## src/rtl/pipe_pkg.sv

```systemverilog
// Shared definitions for the pipeline stall/flush scheduler: state encoding and
// the per-stage control bundle.
package pipe_pkg;

  localparam logic [1:0] SCHED_RUN      = 2'd0;
  localparam logic [1:0] SCHED_MD_WAIT  = 2'd1;
  localparam logic [1:0] SCHED_MEM_WAIT = 2'd2;

  typedef enum logic [1:0] {
    StRun     = SCHED_RUN,
    StMdWait  = SCHED_MD_WAIT,
    StMemWait = SCHED_MEM_WAIT
  } sched_state_e;

  // Pipeline registers in order IF/ID, ID/EX, EX/MEM, MEM/WB.
  localparam int unsigned NumStageRegs = 4;
  localparam int unsigned IdxIfId      = 3;
  localparam int unsigned IdxIdEx      = 2;
  localparam int unsigned IdxExMem     = 1;
  localparam int unsigned IdxMemWb     = 0;

  typedef struct packed {
    logic                    pc_en;
    logic                    pc_redirect;
    logic [NumStageRegs-1:0] en;
    logic [NumStageRegs-1:0] flush;
  } stage_ctrl_t;

  function automatic stage_ctrl_t ctrl_free_run();
    stage_ctrl_t c;
    c.pc_en       = 1'b1;
    c.pc_redirect = 1'b0;
    c.en          = '1;
    c.flush       = '0;
    return c;
  endfunction

endpackage

```

## src/rtl/sched_md_timer.sv

```systemverilog
// MUL/DIV wait counter for the scheduler: counts MD_WAIT cycles, raises the
// forced-release strobe and holds the sticky timeout flag until reset.
module sched_md_timer
  import pipe_pkg::*;
#(
  parameter int unsigned MD_TIMEOUT = 64,
  parameter int unsigned CNT_W      = 32
) (
  input  logic         clk,
  input  logic         rst,
  input  sched_state_e state,
  input  logic         cnt_inc,
  input  logic         cnt_clr,
  output logic         md_timeout_fire,
  output logic         md_timeout
);

  logic [CNT_W-1:0] md_cnt_q, md_cnt_d;
  logic             md_timeout_q, md_timeout_d;

  assign md_timeout_fire = (state == StMdWait) && (md_cnt_q == CNT_W'(MD_TIMEOUT - 1));
  assign md_timeout      = md_timeout_q;

  always_comb begin
    md_cnt_d = md_cnt_q;
    if (cnt_clr) begin
      md_cnt_d = '0;
    end else if (cnt_inc && (md_cnt_q != '1)) begin
      md_cnt_d = md_cnt_q + 1'b1;
    end
  end

  assign md_timeout_d = md_timeout_q | md_timeout_fire;

  always_ff @(posedge clk) begin
    if (rst) begin
      md_cnt_q     <= '0;
      md_timeout_q <= 1'b0;
    end else begin
      md_cnt_q     <= md_cnt_d;
      md_timeout_q <= md_timeout_d;
    end
  end

endmodule

```

## src/rtl/pipeline_sched.sv

```systemverilog
// Central stall/flush scheduler for the 5-stage pipeline. Define PIPE_PERF_CNT_EN
// to add the stall_cycles / flush_events performance counters.
module pipeline_sched
  import pipe_pkg::*;
#(
  parameter int unsigned MD_TIMEOUT = 64,
  parameter int unsigned CNT_W      = 32
) (
  input  logic             clk,
  input  logic             rst,
  input  logic             load_hazard,
  input  logic             branch_taken,
  input  logic             md_start,
  input  logic             md_done,
  input  logic             mem_req,
  input  logic             mem_ready,
  output logic             pc_en,
  output logic             pc_redirect,
  output logic             if_id_en,
  output logic             id_ex_en,
  output logic             ex_mem_en,
  output logic             mem_wb_en,
  output logic             if_id_flush,
  output logic             id_ex_flush,
  output logic             ex_mem_flush,
  output logic             mem_wb_flush,
  output logic             md_ack,
  output logic             md_timeout,
`ifdef PIPE_PERF_CNT_EN
  output logic [CNT_W-1:0] stall_cycles,
  output logic [CNT_W-1:0] flush_events,
`endif
  output logic [1:0]       sched_state
);

  sched_state_e state_q, state_d;
  stage_ctrl_t  ctrl;
  logic         mem_stall, md_stall, md_timeout_fire, md_active;

  sched_md_timer #(
    .MD_TIMEOUT (MD_TIMEOUT),
    .CNT_W      (CNT_W)
  ) u_md_timer (
    .clk             (clk),
    .rst             (rst),
    .state           (state_q),
    .cnt_inc         ((state_q == StMdWait) && (state_d == StMdWait)),
    .cnt_clr         (state_d == StRun),
    .md_timeout_fire (md_timeout_fire),
    .md_timeout      (md_timeout)
  );

  assign md_active = md_start | (state_q == StMdWait);
  assign mem_stall = mem_req & ~mem_ready;
  // A sticky timeout suppresses MD stalls so a hung unit cannot deadlock the pipe.
  assign md_stall  = md_active & ~md_done & ~md_timeout_fire & ~md_timeout;

  always_ff @(posedge clk) begin
    if (rst) begin
      state_q <= StRun;
    end else begin
      state_q <= state_d;
    end
  end

  always_comb begin
    state_d = state_q;
    unique case (state_q)
      StRun: begin
        if (mem_stall)     state_d = StMemWait;
        else if (md_stall) state_d = StMdWait;
      end
      StMdWait: begin
        if (mem_stall)     state_d = StMemWait;
        else if (!md_stall) state_d = StRun;
      end
      StMemWait: begin
        if (!mem_stall)    state_d = md_stall ? StMdWait : StRun;
      end
      default: state_d = StRun;
    endcase
  end

  always_comb begin
    ctrl = ctrl_free_run();
    if (rst) begin
      ctrl.pc_en = 1'b0;
      ctrl.en    = '0;
      ctrl.flush = '1;
    end else if (mem_stall) begin
      ctrl.pc_en            = 1'b0;
      ctrl.en[IdxIfId]      = 1'b0;
      ctrl.en[IdxIdEx]      = 1'b0;
      ctrl.en[IdxExMem]     = 1'b0;
      ctrl.flush[IdxMemWb]  = 1'b1;
    end else if (md_stall) begin
      ctrl.pc_en            = 1'b0;
      ctrl.en[IdxIfId]      = 1'b0;
      ctrl.en[IdxIdEx]      = 1'b0;
      ctrl.flush[IdxExMem]  = 1'b1;
    end else if (load_hazard) begin
      ctrl.pc_en            = 1'b0;
      ctrl.en[IdxIfId]      = 1'b0;
      ctrl.flush[IdxIdEx]   = 1'b1;
    end else if (branch_taken) begin
      ctrl.pc_redirect      = 1'b1;
      ctrl.flush[IdxIfId]   = 1'b1;
      ctrl.flush[IdxIdEx]   = 1'b1;
    end
  end

  assign pc_en        = ctrl.pc_en;
  assign pc_redirect  = ctrl.pc_redirect;
  assign if_id_en     = ctrl.en[IdxIfId];
  assign id_ex_en     = ctrl.en[IdxIdEx];
  assign ex_mem_en    = ctrl.en[IdxExMem];
  assign mem_wb_en    = ctrl.en[IdxMemWb];
  assign if_id_flush  = ctrl.flush[IdxIfId];
  assign id_ex_flush  = ctrl.flush[IdxIdEx];
  assign ex_mem_flush = ctrl.flush[IdxExMem];
  assign mem_wb_flush = ctrl.flush[IdxMemWb];
  // A result held during a MEM stall is acknowledged only once EX/MEM advances.
  assign md_ack       = ex_mem_en & md_done & md_active;
  assign sched_state  = state_q;

`ifdef PIPE_PERF_CNT_EN
  logic [CNT_W-1:0] stall_cycles_q, flush_events_q;

  always_ff @(posedge clk) begin
    if (rst) begin
      stall_cycles_q <= '0;
      flush_events_q <= '0;
    end else begin
      if (!pc_en)      stall_cycles_q <= stall_cycles_q + 1'b1;
      if (pc_redirect) flush_events_q <= flush_events_q + 1'b1;
    end
  end

  assign stall_cycles = stall_cycles_q;
  assign flush_events = flush_events_q;
`endif

endmodule
```

## config.mk

```make
export PLATFORM = sky130hd
export DESIGN_NAME = pipeline_sched
export DESIGN_NICKNAME = d
export VERILOG_FILES = /design/src/rtl/pipe_pkg.sv /design/src/rtl/sched_md_timer.sv /design/src/rtl/pipeline_sched.sv
export SDC_FILE = /design/constraint.sdc
export NUM_CORES = 1
export LEC_CHECK = 0
export ABC_AREA = 0
export BUFFER_PORTS_ARGS = -buffer_cell sky130_fd_sc_hd__buf_2
export CELL_PAD_IN_SITES_DETAIL_PLACEMENT = 0
export CELL_PAD_IN_SITES_GLOBAL_PLACEMENT = 1
export CORE_UTILIZATION = 40
export CTS_BUF_LIST = sky130_fd_sc_hd__clkbuf_4 sky130_fd_sc_hd__clkbuf_8
export DETAILED_ROUTE_END_ITERATION = 6
export GPL_ROUTABILITY_DRIVEN = 0
export GPL_TIMING_DRIVEN = 1
export PLACE_DENSITY = 0.74
export REMOVE_ABC_BUFFERS = 1
export SYNTH_ARGS = -nofsm -noshare
export SYNTH_HDL_FRONTEND = slang
export SYNTH_SLANG_ARGS = --single-unit
```

## constraint.sdc

```tcl
create_clock -name clk -period 2.48 [get_ports clk]
set_clock_uncertainty 0.2 [all_clocks]
set_input_delay 0 -clock clk [delete_from_list [all_inputs] [get_ports clk]]
set_output_delay 0 -clock clk [all_outputs]
set_load 0.005 [all_outputs]
```

Word level (Yosys, flattened, before mapping) --
Index checks and enable logic that the tools add are counted.
Cells by class: reductions and logical operators 6, multiplexer cells 29, bitwise gates (word level) 12, equality and inequality tests 5, add/subtract/negate cells 1
Operators with widths (number):
- adder 32 x 1 -> 32 bit (second input constant) | 1
- equality test 32 x 6 -> 1 bit (second input constant) | 1
- != test 32 bit (second input constant) | 1
- two-way mux 1 bit | 17
- two-way mux 2 bit | 8
- AND 1 bit | 6
- two-way mux 3 bit | 2
- case mux 2 bit (3 select lines) | 1
- equality test 2 x 1 -> 1 bit (second input constant) | 2
- logical NOT 2 bit | 2
- two-way mux 4 bit | 1
- inverter 1 bit | 4
- logical AND 1 bit | 3
- equality test 2 bit (second input constant) | 1
- OR 1 bit | 2
- OR reduction 2 bit | 1
Word-level totals: register bits after elaboration 35

Depth between registers and ports, before layout --
Gate-level depths: netlist of the first run.
depth in word-level cells 11, depth in mapped cells 10, depth with buffers taken out 6

Modules after synthesis --
From an unflattened synthesis of the first run, not the netlist that was laid out.
Second synthesis, totals: cell total of the unflattened synthesis 243, area total of the unflattened synthesis 2055.7 um2
Modules (own cells, without submodules):
- sched_md_timer | sequential area each 660.6 um2, area an instance 1846.8 um2, times used 1, cells an instance 217
- pipeline_sched | sequential area each 40.0 um2, area an instance 209.0 um2, times used 1, cells an instance 26

Least setup slack after synthesis of the first run --
No wires, ideal clock.
path kind register to register, from reg u_md_timer.md_cnt_q[12], to reg u_md_timer.md_cnt_q[8], stages on the path, launching flop included 9, data required time 2.157 ns, path slack 0.005 ns, library setup time 0.123 ns, path buffers 2, data arrival time 2.152 ns, cell sequence dfxtp_1 > nand4_1 > or4_1 > or4_1 > buf_2 > nand4_2 > buf_4 > nor2_1 > mux2_1
Between the ends: cells in the longest elaborated chain, start to end 11, elaborated cells between the ends (all ways) 18, those cells by class eq/ne: 3; mux: 7; bitwise: 3; reduce/logical: 5
RTL lines:
- start, declared | RTL line sched_md_timer.sv:18 | logic [CNT_W-1:0] md_cnt_q, md_cnt_d;
- start signal, assigned | RTL line sched_md_timer.sv:40 | md_cnt_q <= md_cnt_d;
- equality test 32 x 6 -> 1 bit | RTL line sched_md_timer.sv:21 | assign md_timeout_fire = (state == StMdWait) && (md_cnt_q == CNT_W'(MD_TIMEOUT - 1));
- logical AND 1 bit | RTL line sched_md_timer.sv:21
- inverter 1 bit | RTL line pipeline_sched.sv:56 | assign md_stall = md_active & ~md_done & ~md_timeout_fire & ~md_timeout;
- AND 1 bit (2 in a row) | RTL line pipeline_sched.sv:56
- two-way mux 1 bit, or another cell as far along | RTL line pipeline_sched.sv:78 | if (!mem_stall) state_d = md_stall ? StMdWait : StRun;
- two-way mux 2 bit (on tied branches) | RTL line pipeline_sched.sv:78, pipeline_sched.sv:70, pipeline_sched.sv:74
- case mux 2 bit (3 select lines) | RTL line pipeline_sched.sv:68 | unique case (state_q)
- equality test 2 x 1 -> 1 bit | RTL line pipeline_sched.sv:47 | .cnt_inc ((state_q == StMdWait) && (state_d == StMdWait)),
- logical AND 1 bit | RTL line pipeline_sched.sv:47
- logical AND 1 bit | RTL line sched_md_timer.sv:28 | end else if (cnt_inc && (md_cnt_q != '1)) begin
Parallel ways exist; a longest one is shown, timed or not. A chain may end at the register's enable or synchronous reset.

Final worst setup path of the first run --
from reg u_md_timer.md_cnt_q[13], to reg u_md_timer.md_cnt_q[27]
The elaborated chain is that of the path after synthesis.

==> results.rst, run 1 <==
.. list-table::
   :header-rows: 1

   * - Metric
     - Value
   * - Min Tclk post-route
     - 2.369 ns
   * - Top-area cell type share of the netlist area
     - 0.3606
   * - Number of nets in the layout
     - 312
   * - Area added between synthesis and finish
     - 27.43%
   * - Number of buffers created by CTS
     - 5
   * - Power spent charging and discharging nets
     - 0.2513 mW
   * - Leakage power
     - 0.9059 nW
   * - Switching fraction of total power
     - 0.2352
   * - Number of optimization iterations in the first detailed-route pass
     - 4
   * - Antenna diodes
     - 0
   * - DRC violation total after the first TritonRoute iteration
     - 117
   * - Via total after detailed routing
     - 1,982
   * - Endpoint arrival time on the critical path
     - 2.38 ns
   * - Remaining routing DRC violations
     - 0
   * - Average instance area after synthesis
     - 7.772 sq um
   * - Post-DR wirelength/cell
     - 14.05 microns
   * - Core box area
     - 4504 sq um
   * - GRT Overall Usage
     - 0.2075
   * - Vias in the first global route
     - 1,796
   * - Largest area contributor in the synthesized netlist
     - dfxtp_1
   * - Final-layout setup total negative slack
     - 0 ns
   * - Root buffer cell
     - clkbuf_8
   * - Internal
     - 0.8170 mW
   * - Total count of hold-check failures in the final report
     - 0
   * - Maximum clock path buffer count
     - 2
   * - # rows
     - 24
   * - Part of the total power dissipated in the clock network
     - 0.397
   * - Vertical extent of the die
     - 71.70 microns
   * - Register share of total power
     - 0.529
   * - Tightest slew margin relative to the limit
     - 0.7402
   * - Clock latency at the later pin of the worst-skew pair
     - 0.28 ns
   * - Max Fclk
     - 422.1 MHz
   * - Maximum level of the CTS H-tree
     - 2
   * - Yosys cell types
     - 35
   * - Initial antenna violation count
     - 0
   * - Total Die Area
     - 5140 sq um
   * - Area of the mapped netlist
     - 1943 sq um
   * - Worst EP required
     - 2.50 ns
   * - Part of the cycle the worst path needs
     - 0.9553
   * - Most numerous cell in the Yosys netlist
     - dfxtp_1
   * - Crit path launch type
     - flop
   * - EDFF count, synth
     - 0
   * - Slew at the pin closest to its max-slew limit
     - 0.3883 ns
   * - Post-detailed-routing wire length
     - 4.988 mm
   * - Maximum fanout along the worst path
     - 8
   * - Clock tree from TritonCTS
     - yes
   * - Via density
     - 5.583
   * - Status
     - completed
   * - Post-route cell area
     - 2476 sq um
   * - Number of slew-limit violations in the final report
     - 0
   * - Synthesis warning total
     - 0
   * - Maximum ir drop on the vdd rail
     - 0.0002672 V
   * - Most used flip-flop cell after synthesis
     - dfxtp_1
   * - Synthesized flop and latch total
     - 35
   * - Sequential fraction of the synthesis area
     - 0.3606
   * - Area of all sequential standard cells
     - 703.2 sq um
   * - Area occupied by multi-input gates
     - 1172 sq um
   * - Share of flip-flops with an asynchronous set or reset
     - 0
   * - Starting utilization of the core area
     - 0.4314
   * - Clock transition time at the flip-flop clock pins of the worst setup and hold paths
     - 0.08 ns
   * - CTS Sinks
     - 35
   * - Input/output buffers
     - 21
   * - Path type of the worst setup path
     - reg -> reg
   * - Final ANT Viol Nets
     - 0
   * - DPL Wire Length
     - 3.763 mm
   * - Syn Inst Count
     - 250
   * - Count of boundary I/O pins
     - 22
   * - Grt total ovfl
     - 0
   * - Path category of the worst min-delay check
     - in -> out
   * - Top area cells in the synthesized netlist
     - dfxtp_1, a21oi_1, nand4_1
   * - Count of max-cap constraint violations
     - 0
   * - Horizontal die dimension
     - 71.70 microns
   * - Combinational power share
     - 0.075
   * - Final setup violating endpoints
     - 0
   * - Wire length of the first global-routing pass
     - 8.335 mm
   * - Placed instance area
     - 2285 sq um
   * - Endpoint class of the critical path
     - flop
   * - Layout cells sized above 1
     - 0.2640
   * - Filler cell count
     - 436
   * - Power density relative to cell area
     - 431.4 nW/um^2
   * - Pin count of the biggest net entering global routing
     - 17
   * - Most frequent cells after synthesis
     - dfxtp_1, nor2_1, a21oi_1, nand2_1, nand4_1
==> layout make-up <==
class | instances | area share
multi-input combinational | 193 | 0.4735
timing repair buffer | 59 | 0.1673
tap | 52 | 0.02628
sequential | 35 | 0.2840
clock buffer | 6 | 0.03335
clock inverter | 1 | 0.002021
inverter | 9 | 0.01364
==> power groups by stage <==
stage	registers, mW	clock network (mW)	logic [mW]
2_1_floorplan	0.578	0	0.0343
3_3_place_gp	0.578	0	0.0740
3_5_place_dp	0.578	0	0.0734
4_1_cts	0.565	0.431	0.0800
5_1_grt	0.565	0.457	0.0888
6_report	0.565	0.424	0.0797
==> routing by layer <==
layer | GRT usage | wire length, microns
met5 | 0 | 0
met4 | 0.06318 | 53
met3 | 0.03797 | 113
met2 | 0.3354 | 2340
met1 | 0.2817 | 2481
==> cell usage in the layout, fill, tap and decap left out, types with 2 or more instances in the layout <==
| master | n |
|---|---|
| buf_4 | 33 |
| dfxtp_1 | 33 |
| nor2_1 | 26 |
| a21oi_1 | 22 |
| buf_2 | 21 |
| nand2_1 | 19 |
| nand4_1 | 18 |
| o21ai_0 | 14 |
| or4_1 | 11 |
| or3_1 | 11 |
| o31ai_1 | 10 |
| inv_1 | 9 |
| nand3_1 | 9 |
| and3_1 | 6 |
| clkbuf_8 | 6 |
| nor3_1 | 5 |
| xor2_1 | 5 |
| nand2b_1 | 4 |
| nor4_1 | 3 |
| nor4_2 | 3 |
| mux2_1 | 3 |
| and2_1 | 3 |
| dlygate4sd3_1 | 3 |
| or4_4 | 2 |
| xnor2_1 | 2 |
| dfxtp_2 | 2 |
==> registers in the layout, summed over array words and instances (netlist names) <==
name and cells:
sched_state 2, u_md_timer.md_timeout 1, u_md_timer.md_cnt_q 32
==> worst paths after layout <==
path,end,cells past startpoint,slack (ns),start
worst max register to register,u_md_timer.md_cnt_q[27]$_SDFFE_PP0P_,6,0.11,u_md_timer.md_cnt_q[13]$_SDFFE_PP0P_
worst min-delay path,pc_en,3,0.06,load_hazard
worst min register to register,u_md_timer.md_cnt_q[19]$_SDFFE_PP0P_,2,0.30,u_md_timer.md_cnt_q[19]$_SDFFE_PP0P_
worst max-delay path,u_md_timer.md_cnt_q[27]$_SDFFE_PP0P_,6,0.11,u_md_timer.md_cnt_q[13]$_SDFFE_PP0P_
==> cell families (layout without fill, tap and decap cells) <==
kind of cell | after synthesis | count (layout) | share of synthesized area
flops | 35 | 35 | 0.3606
compound gates | 49 | 49 | 0.1410
mux | 4 | 4 | 0.02254
fa+ha+maj | 1 | 1 | 0.006438
xor+xnor | 7 | 7 | 0.03155
simple gates | 132 | 132 | 0.3767
buf+inv | 22 | 75 | 0.06117
==> per-stage QoR <==
step / instances / worst slack (ns) / total power [mW] / hold WS (ns) / utilization
3_5_place_dp: 342 / 0.004223 / 0.6514 / 0.03418 / 0.5072
5_1_grt: 355 / -0.04163 / 1.111 / 0.07869 / 0.5497
4_1_cts: 354 / 0.01051 / 1.076 / 0.05593 / 0.5378
3_3_place_gp: 342 / 0.01845 / 0.6518 / 0.02224 / 0.5072
6_report: 355 / 0.1108 / 1.068 / 0.05558 / 0.5497
2_1_floorplan: 237 / -0.8437 / 0.6120 / -0.1525 / -
==> worst max-delay path: stages (launching register included) <==
cell,delay (ns)
dfxtp_2,0.34
nand4_1,0.15
or2_1,0.27
or4_4,0.52
buf_4,0.18
or4_1,0.49
a21oi_2,0.15
==> repair_timing <==
| item | in CTS | in global routing |
|---|---|---|
| pin swaps | 1 | 4 |
| setup endpoints to repair | 5 | 25 |
| buffers inserted | 2 | 1 |
| resized for setup | 1 | 12 |
| hold buffers | 3 | 0 |
| hold endpoints to repair | 3 | 0 |
(Power assumes the default switching activity.)
==> inputs of run 2 (changes only) <==
- CELL_PAD_IN_SITES_DETAIL_PLACEMENT: 0 -> unset
- CELL_PAD_IN_SITES_GLOBAL_PLACEMENT: 1 -> unset
- CORE_UTILIZATION: 40 -> 54
==> results.rst, run 2 (synthesized netlist as in run 1, its figures left out) <==
.. list-table::
   :header-rows: 1

   * - Metric
     - Value
   * - Area added between synthesis and finish
     - 30.71%
   * - Worst EP required
     - 2.57 ns
   * - Via density
     - 5.945
   * - Clock transition time at the flip-flop clock pins of the worst setup and hold paths
     - 0.11 ns
   * - Power density relative to cell area
     - 431.3 nW/um^2
   * - Wire length of the first global-routing pass
     - 8.052 mm
   * - Antenna diodes
     - 0
   * - Final setup margin
     - -0.04126 ns
   * - Total count of hold-check failures in the final report
     - 0
   * - Startpoint of the worst hold path
     - md_start
   * - Most numerous cell on the critical path
     - nand4_1
   * - Count of boundary I/O pins
     - 22
   * - Horizontal die dimension
     - 61.99 microns
   * - Min Tclk post-route
     - 2.521 ns
   * - Slew at the pin closest to its max-slew limit
     - 0.3853 ns
   * - Worst Hold Path EP
     - sched_state[0]$_SDFF_PP0_
   * - Layout cells sized above 1
     - 0.3013
   * - Clock tree from TritonCTS
     - yes
   * - Status
     - finished with violations
   * - Endpoint arrival time on the critical path
     - 2.61 ns
   * - Placed instance area
     - 2245 sq um
   * - Leading cell type in the layout, fill and taps excluded
     - dfxtp_1
   * - Highest-delay cell along the critical path
     - or4_1
   * - Tightest slew margin relative to the limit
     - 0.7426
   * - R2r endpoint
     - u_md_timer.md_cnt_q[29]$_SDFFE_PP0P_
   * - Flip-flop count of the largest register after layout
     - 32
   * - Endpoint class of the critical path
     - flop
   * - Leakage power
     - 0.9273 nW
   * - Reg2reg start
     - u_md_timer.md_cnt_q[14]$_SDFFE_PP0P_
   * - Via total after detailed routing
     - 2,069
   * - Initial antenna violation count
     - 0
   * - Post-detailed-routing wire length
     - 5.336 mm
   * - Vias in the first global route
     - 1,762
   * - Maximum clock path buffer count
     - 2
   * - Post-route cell area
     - 2540 sq um
   * - Maximum level of the CTS H-tree
     - 2
   * - Dpl ws
     - 0.03842 ns
   * - # rows
     - 21
   * - Number of buffers created by CTS
     - 5
   * - Largest incremental delay on the critical path
     - 0.51 ns
   * - Path category of the worst min-delay check
     - in -> reg
   * - Cell chain of the critical path
     - nand4_1, or4_1, or4_4, buf_6, nand4_1, clkbuf_16, o21ai_1, a21oi_1
   * - Final ANT Viol Nets
     - 0
   * - Finished Layout Cells
     - 348
   * - Instance count along the most critical hold path
     - 4
   * - Vertical extent of the die
     - 61.99 microns
   * - Slack of the worst reg-to-reg path
     - -0.04 ns
   * - DRC violation total after the first TritonRoute iteration
     - 200
   * - Core box area
     - 3390 sq um
   * - Clock latency at the later pin of the worst-skew pair
     - 0.36 ns
   * - Grt total ovfl
     - 0
   * - GRT Overall Usage
     - 0.2929
   * - DPL Wire Length
     - 3.510 mm
   * - Input/output buffers
     - 21
   * - Number of optimization iterations in the first detailed-route pass
     - 4
   * - Failing checks
     - negative setup slack
   * - Root buffer cell
     - clkbuf_4
   * - Remaining routing DRC violations
     - 0
   * - Top reg by flops
     - u_md_timer.md_cnt_q
   * - Maximum ir drop on the vdd rail
     - 0.0004066 V
   * - Leading cell types in the layout, fill and taps excluded
     - dfxtp_1, buf_4, nor2_1
   * - Final setup violating endpoints
     - 5
   * - Total instance count after detailed placement
     - 330
   * - Starting utilization of the core area
     - 0.5733
   * - Post-DR wirelength/cell
     - 15.33 microns
   * - Maximum fanout along the worst path
     - 7
   * - Fin Hold WS
     - 0.04035 ns
   * - Max Fclk
     - 396.6 MHz
   * - Path type of the worst setup path
     - reg -> reg
   * - Count of max-cap constraint violations
     - 0
   * - Part of the cycle the worst path needs
     - 1.017
   * - Filler cell count
     - 256
   * - Number of slew-limit violations in the final report
     - 0
   * - Unrepaired setup endpoints after global routing
     - yes
   * - Depth of the worst register-to-register path
     - 8
   * - Crit path launch type
     - flop
   * - Total Die Area
     - 3842 sq um
   * - CTS Sinks
     - 35
   * - Number of nets in the layout
     - 310
   * - Pin count of the biggest net entering global routing
     - 30
==> run 2: worst max-delay path by stage <==
| stage | from | slack [ns] | cells past startpoint | end |
|---|---|---|---|---|
| 2_1_floorplan | u_md_timer.md_cnt_q[8]$_SDFFE_PP0P_ | -0.84 | 6 | u_md_timer.md_cnt_q[0]$_SDFFE_PP0P_ |
| 3_3_place_gp | u_md_timer.md_cnt_q[8]$_SDFFE_PP0P_ | 0.05 | 6 | u_md_timer.md_cnt_q[30]$_SDFFE_PP0P_ |
| 3_5_place_dp | u_md_timer.md_cnt_q[9]$_SDFFE_PP0P_ | 0.04 | 6 | u_md_timer.md_cnt_q[30]$_SDFFE_PP0P_ |
| 4_1_cts | u_md_timer.md_cnt_q[8]$_SDFFE_PP0P_ | 0.0002 | 6 | u_md_timer.md_cnt_q[28]$_SDFFE_PP0P_ |
| 5_1_grt | u_md_timer.md_cnt_q[14]$_SDFFE_PP0P_ | -0.06 | 9 | if_id_flush |
| 6_report | u_md_timer.md_cnt_q[14]$_SDFFE_PP0P_ | -0.04 | 8 | u_md_timer.md_cnt_q[29]$_SDFFE_PP0P_ |
==> run 2: per-stage QoR <==
stage,utilization,power [mW],setup TNS (ns)
after floorplan,-,0.6120,-23.88
after global placement,0.6622,0.6501,0
after detailed placement,0.6622,0.6509,0
after CTS,0.7073,1.089,0
after global routing,0.7494,1.136,-0.6548
final,0.7494,1.096,-0.1087
==> run 2: per-layer routing <==
layer,global-route usage,vias up,routed length [microns]
li1,-,1034,-
met1,0.3663,982,2295
met2,0.4970,45,2748
met3,0.05590,8,208
met4,0.1111,0,84
met5,0,-,0
==> run 2: area by class of cell <==
cell class	instances	area, sq um	share of cell area
multi-input cells	193	1212	0.4773
clock inverters	2	35.03	0.01379
clock buffers	6	51.30	0.02020
well taps	46	57.56	0.02266
repair buffers	57	440.4	0.1734
flip-flops and latches	35	709.4	0.2793
inverters	9	33.78	0.01330
==> run 2: power breakdown <==
part | internal, mW | switching, mW
registers | 0.563 | 0.00208
clock network | 0.238 | 0.208
logic | 0.0376 | 0.0468
==> run 2: timing repair <==
| action | 4_1_cts | 5_1_grt |
|---|---|---|
| endpoints found under the setup margin | 5 | 35 |
| pin swaps | 3 | 11 |
| hold buffers | 3 | 0 |
| resized for setup | 5 | 30 |
| endpoints found under the hold margin | 3 | 0 |
| buffers inserted | 2 | 4 |
| cloned | 0 | 1 |
==> run 2: worst max-delay path: cells and delay by family (launching register included) <==
family,cells,cell delay (ns)
buf+inv,2,0.34
simple gates,4,1.32
flops,1,0.38
compound gates,2,0.20
